$ cat config.mk
export PLATFORM = sky130hd
export DESIGN_NAME = cam_capture
export DESIGN_NICKNAME = d
export VERILOG_FILES = /design/src/rtl/cam_capture.sv
export SDC_FILE = /design/constraint.sdc
export NUM_CORES = 1
export LEC_CHECK = 0
export CORE_AREA = 2 2 66 68
export CTS_CLUSTER_DIAMETER = 120
export DETAILED_ROUTE_END_ITERATION = 12
export DIE_AREA = 0 0 68 70
export PLACE_DENSITY_LB_ADDON = 0.05
export SKIP_LAST_GASP = 1
export SYNTH_ARGS = -nofsm -noshare
export SYNTH_HDL_FRONTEND = slang
export SYNTH_SLANG_ARGS = --single-unit
$ cat constraint.sdc
create_clock -name clk -period 3.6 [get_ports clk]
set_input_delay 0.72 -clock clk [delete_from_list [all_inputs] [get_ports clk]]
set_output_delay 0.72 -clock clk [all_outputs]
set_load 0.05 [all_outputs]
$ cat src/rtl/cam_capture.sv
// ---------------------------------------------------------------------------
// cam_capture
//
// Captures an RGB565 byte stream from a parallel camera (OV7670 style,
// high byte first) and turns it into RGB111 pixel writes for a frame
// buffer. One pixel is written per byte pair, addressed linearly from 0
// at the start of each frame.
//
// Parameters
//   AW      write-address width
//   DW      pixel data width (RGB111, R on bit 2)
//   WIDTH   pixels per line
//   HEIGHT  lines per frame
//
// Ports
//   clk         in   camera pixel clock (PCLK), the only clock
//   reset       in   asynchronous active-low reset
//   vsync       in   frame sync, high during vertical blanking
//   href        in   line valid, high while px_data carries bytes
//   px_data     in   RGB565 byte stream, high byte first
//   addr        out  frame-buffer write address
//   data        out  pixel value {R,G,B}
//   regwrite    out  one-cycle write strobe qualifying addr/data
//   frame_done  out  one-cycle pulse when the frame is complete
//
// Configuration
//   CAM_TESTPAT_EN  when defined, data carries a column colour bar
//                   (column[7:5]) instead of camera bits; the handshake,
//                   addressing and timing are identical.
// ---------------------------------------------------------------------------
module cam_capture #(
    parameter int AW     = 15,
    parameter int DW     = 3,
    parameter int WIDTH  = 160,
    parameter int HEIGHT = 120
) (
    input  logic          clk,
    input  logic          reset,
    input  logic          vsync,
    input  logic          href,
    input  logic [7:0]    px_data,
    output logic [AW-1:0] addr,
    output logic [DW-1:0] data,
    output logic          regwrite,
    output logic          frame_done
);

    // The column counter is at least 8 bits so the colour-bar pattern can
    // always take bits [7:5] of it.
    localparam int CW_MIN = $clog2(WIDTH + 1);
    localparam int CW     = (CW_MIN < 8) ? 8 : CW_MIN;
    localparam int RW     = $clog2(HEIGHT + 1);

    localparam logic [AW-1:0] LAST_ADDR = AW'(WIDTH * HEIGHT - 1);
    localparam logic [CW-1:0] COLS      = CW'(WIDTH);
    localparam logic [RW-1:0] ROWS      = RW'(HEIGHT);

    typedef enum logic [2:0] {
        WAIT_VS,
        WAIT_FRAME,
        BYTE_HI,
        BYTE_LO,
        FULL
    } state_t;

    state_t        state_q, state_d;
    logic [AW-1:0] addr_q, addr_d;
    logic [DW-1:0] data_q, data_d;
    logic          regwrite_q, regwrite_d;
    logic          frame_done_q, frame_done_d;
    logic [CW-1:0] col_q, col_d;
    logic [RW-1:0] row_q, row_d;
    logic          r_q, r_d;
    logic          g_q, g_d;
    logic          href_q;
    logic          hrefFall;

    assign hrefFall = href_q && !href;

`ifdef CAM_TESTPAT_EN
    logic unused_bits;
    assign unused_bits = ^{px_data, r_q, g_q};
`else
    logic unused_bits;
    assign unused_bits = ^{px_data[6:5], px_data[3], px_data[1:0]};
`endif

    // State and output registers. Everything the outside world sees comes
    // straight from a flop, so downstream logic gets a full PCLK period.
    always_ff @(posedge clk or negedge reset) begin
        if (!reset) begin
            state_q      <= WAIT_VS;
            addr_q       <= '0;
            data_q       <= '0;
            regwrite_q   <= 1'b0;
            frame_done_q <= 1'b0;
            col_q        <= '0;
            row_q        <= '0;
            r_q          <= 1'b0;
            g_q          <= 1'b0;
            href_q       <= 1'b0;
        end else begin
            state_q      <= state_d;
            addr_q       <= addr_d;
            data_q       <= data_d;
            regwrite_q   <= regwrite_d;
            frame_done_q <= frame_done_d;
            col_q        <= col_d;
            row_q        <= row_d;
            r_q          <= r_d;
            g_q          <= g_d;
            href_q       <= href;
        end
    end

    // Next-state logic. Priority inside the capture states is:
    // vsync abort, then end-of-line, then byte handling.
    always_comb begin
        state_d      = state_q;
        addr_d       = addr_q;
        data_d       = data_q;
        regwrite_d   = 1'b0;
        frame_done_d = 1'b0;
        col_d        = col_q;
        row_d        = row_q;
        r_d          = r_q;
        g_d          = g_q;

        // The address presented with a write stays stable for that cycle
        // and steps afterwards; it never steps past the last pixel.
        if (regwrite_q && (addr_q != LAST_ADDR)) begin
            addr_d = addr_q + AW'(1);
        end

        unique case (state_q)
            WAIT_VS: begin
                if (vsync) begin
                    state_d = WAIT_FRAME;
                end
            end

            WAIT_FRAME: begin
                if (!vsync) begin
                    state_d = BYTE_HI;
                    addr_d  = '0;
                    col_d   = '0;
                    row_d   = '0;
                end
            end

            BYTE_HI, BYTE_LO: begin
                if (vsync) begin
                    state_d = WAIT_FRAME;
                end else if (hrefFall) begin
                    // End of line; a dangling high byte is simply forgotten.
                    state_d = BYTE_HI;
                    col_d   = '0;
                    row_d   = row_q + RW'(1);
                    if (row_q == ROWS - RW'(1)) begin
                        frame_done_d = 1'b1;
                        state_d      = FULL;
                    end
                end else if (href) begin
                    if (state_q == BYTE_HI) begin
                        r_d     = px_data[7];
                        g_d     = px_data[2];
                        state_d = BYTE_LO;
                    end else begin
                        state_d = BYTE_HI;
                        // Pixels past the right edge are dropped entirely.
                        if (col_q < COLS) begin
                            regwrite_d = 1'b1;
                            col_d      = col_q + CW'(1);
`ifdef CAM_TESTPAT_EN
                            data_d     = DW'(col_q[7:5]);
`else
                            data_d     = DW'({r_q, g_q, px_data[4]});
`endif
                            if (addr_q == LAST_ADDR) begin
                                frame_done_d = 1'b1;
                                state_d      = FULL;
                            end
                        end
                    end
                end
            end

            FULL: begin
                if (vsync) begin
                    state_d = WAIT_FRAME;
                end
            end

            default: begin
                state_d = WAIT_VS;
            end
        endcase
    end

    assign addr       = addr_q;
    assign data       = data_q;
    assign regwrite   = regwrite_q;
    assign frame_done = frame_done_q;

endmodule

==> impl_metrics.json <==
{
  "n_antenna_cell": 0,
  "peakVddDrop_mv": 0.331,
  "final_antenna_net_count": 0,
  "die_area_mm2": 0.00476,
  "hold_path_class": "flip-flop to flip-flop",
  "maxSlewViolCount": 0,
  "nNetsFinal": 255,
  "num_vias": 1779,
  "area_growth_syn_to_layout_pct": 18.6,
  "clock_latency_ns": 0.29,
  "rows": 24,
  "synth_top_area_share": 0.484,
  "ys_seq_area_frac": 0.484,
  "clock_sinks": 41,
  "cts_made_buffers": 5,
  "clk_pin_slew_ns": 0.08,
  "fmax_mhz": 403,
  "crit_type": "input pin to flip-flop",
  "coreArea_mm2": 0.00414,
  "num_io_pins": 32,
  "whs_path_depth": 1,
  "period_needed_ns": 2.48,
  "slowest_stage": "nor3_1",
  "via_per_inst": 6.07,
  "first_pass_iters": 4,
  "postCtsSetupRepairBufs": 0,
  "grt_use_total": 0.220,
  "cts.root.buffer_cell": "clkbuf_8",
  "setup_violations": 0,
  "max_slew_margin": 0.404,
  "grt_antenna_before_repair": 0,
  "cap_violations": 0,
  "syn_area_mm2": 0.00212,
  "cp.required_ns": 3.73,
  "synthArstFlopShare": 1.00,
  "p_leak_nw": 1.06,
  "post_cts_resize_count": 0,
  "syn_nets": 231,
  "cp-end-kind": "flip-flop",
  "drt_wl_total_um": 4660,
  "instances_no_fill": 293,
  "gp_congestion": 0.789,
  "slowest_delay_ns": 0.61,
  "pwr-share-seq": 0.470,
  "tns_ns": 0,
  "syn_avg_cell_area_um2": 9.82,
  "skew_ns": 0.00526,
  "p_sw_w": 0.000350,
  "drive_above_1_share": 0.0954,
  "power_density_mw_per_mm2": 456,
  "drc_errors": 0,
  "status": "finished clean",
  "r2r-start": "state_q[0]",
  "yosys.area.top_type": "dfrtp_1",
  "grt_pass1_vias": 1689,
  "synth.yosys.warnings": 0,
  "power.share.switching": 0.305,
  "placedCellCount": 285,
  "grt_max_degree": 42,
  "start_util": 0.512,
  "power_frac_clock": 0.326,
  "rr_worst_depth": 4,
  "grt.overflow.total": 0,
  "hold_viol_final": 0,
  "ys_ff_latch": 41,
  "comb_power_share": 0.204,
  "min_period_over_period": 0.690,
  "min_to": "col_q[7]",
  "synth-edff-count": 0,
  "clock_path_buffers": 2,
  "worstReg2RegEnd": "col_q[2]",
  "cellInternalPower_w": 0.000797,
  "die_y_um": 70,
  "grt_pass1_wl_um": 8090,
  "arrival_ns": 2.62,
  "ys_types": 52,
  "die_width_um": 68,
  "cts_hold_buf": 0,
  "r2r_slack_ns": 1.51,
  "worstMarginPinSlew_ns": 0.894,
  "path_cells": "clkdlybuf4s50_1 -> and3b_1 -> a311oi_1 -> nor3_1 -> a31oi_1",
  "wl_per_cell_um": 15.9,
  "synthCells": 216,
  "rsz0062_at_grt": "false",
  "ys.flop_type": "dfrtp_1",
  "hp-start": "col_q[7]",
  "drtIter0Drc": 114,
  "fillers": 353,
  "port_buffers": 26,
  "start_kind": "input pin",
  "htreeDepth": 2,
  "ys_top_cells_by_area": "dfrtp_1, nand2_1, a21oi_1, nor2_1, mux2_2",
  "cts_tree": "yes",
  "crit_fanout": 9,
  "dp_hpwl_um": 3360
}
==> synthesized netlist by cell type, types with 4 or more instances <==
cell type,n
nor3_1,4
mux2_2,5
nand2_1,19
or4_1,4
o211ai_1,4
a21oi_1,13
nor2b_1,4
inv_1,7
or3_1,6
clkbuf_1,6
nor2_1,17
and4_1,4
o21ai_0,11
nand3_1,4
and3_1,5
nand4_1,6
xor2_1,4
a31oi_1,5
dfrtp_1,41
==> cells by family after synthesis <==
logic type	share of synthesized area
XOR/XNOR	0.0289
adder cells (fa/ha/maj)	0.0177
buffers and inverters	0.0348
flip-flops	0.484
multiplexers	0.0313
AO/OA/AOI/OAI	0.163
AND/OR/NAND/NOR	0.241
==> metrics by stage <==
step / worst slack, ns / cell area [um^2] / hold WS, ns / util / total power (W)
after CTS: 1.10 / 2520 / 0.508 / 0.607 / 0.00116
after global routing: 0.893 / 2520 / 0.532 / 0.607 / 0.00121
after detailed placement: 0.807 / 2400 / 0.488 / 0.579 / 0.000784
after global placement: 0.860 / 2400 / 0.479 / 0.579 / 0.000768
after floorplan: 1.38 / 2120 / 0.424 / - / 0.000698
final: 1.12 / 2520 / 0.506 / 0.607 / 0.00115
==> critical path: cells and delay by family <==
family          cells  cell delay, ns
buf+inv             1            0.54
simple gates        2            1.01
compound gates      2            0.34
==> worst max path at each step <==
| stage | start | to | slack, ns | depth (start not counted) |
|---|---|---|---|---|
| after global placement | vsync | addr[0] | 0.86 | 5 |
| after floorplan | addr[4] | addr[2] | 1.38 | 6 |
| after detailed placement | href | col_q[2] | 0.81 | 5 |
| after CTS | href | col_q[2] | 1.10 | 5 |
| after global routing | vsync | addr[0] | 0.89 | 5 |
| final | href | col_q[2] | 1.12 | 5 |
==> flip-flops by register name, indices dropped and copies added (netlist names) <==
register    count
addr           15
col_q           8
data            3
frame_done      1
g_q             1
href_q          1
r_q             1
regwrite        1
row_q           7
state_q         3
==> metal layers <==
metal	global-route usage	routed length [um]
met5	0	0
met1	0.286	2050
met3	0.0612	174
met2	0.358	2390
met4	0.0578	50
==> layout make-up <==
class | instances | area, um^2 | area share
Timing Repair Buffer | 27 | 263 | 0.104
Multi-Input combinational cell | 158 | 1020 | 0.406
Inverter | 7 | 26.3 | 0.0104
Clock buffer | 5 | 68.8 | 0.0273
Tap cell | 52 | 65.1 | 0.0259
Sequential cell | 41 | 1030 | 0.408
Clock inverter | 3 | 46.3 | 0.0184
==> power groups by stage <==
stage	combinational, W	clock, W	sequential [W]
floorplan	0.0000941	0	0.000604
detailed placement	0.000235	0	0.000549
global placement	0.000225	0	0.000543
global route	0.000251	0.000410	0.000547
CTS	0.000237	0.000385	0.000539
finish	0.000234	0.000373	0.000539
==> cell usage in the layout, fill, tap and decap left out, drive strengths merged, types with 3 or more instances in the layout <==
cell type	synthesis	routed
dfrtp	41	41
clkdlybuf4s50	0	25
nand2	19	19
nor2	17	17
a21oi	13	13
o21ai	12	12
inv	7	7
nand4	6	6
or3	6	6
and3	5	5
a31oi	5	5
mux2	5	5
clkbuf	7	5
nor3	5	5
and4	5	5
or4	5	5
nor2b	4	4
nand3	4	4
o211ai	4	4
xor2	4	4
and2	3	3
nor4	3	3
xnor2	3	3
nand2b	3	3
ha	3	3
Power figures use the tool's default switching activity.
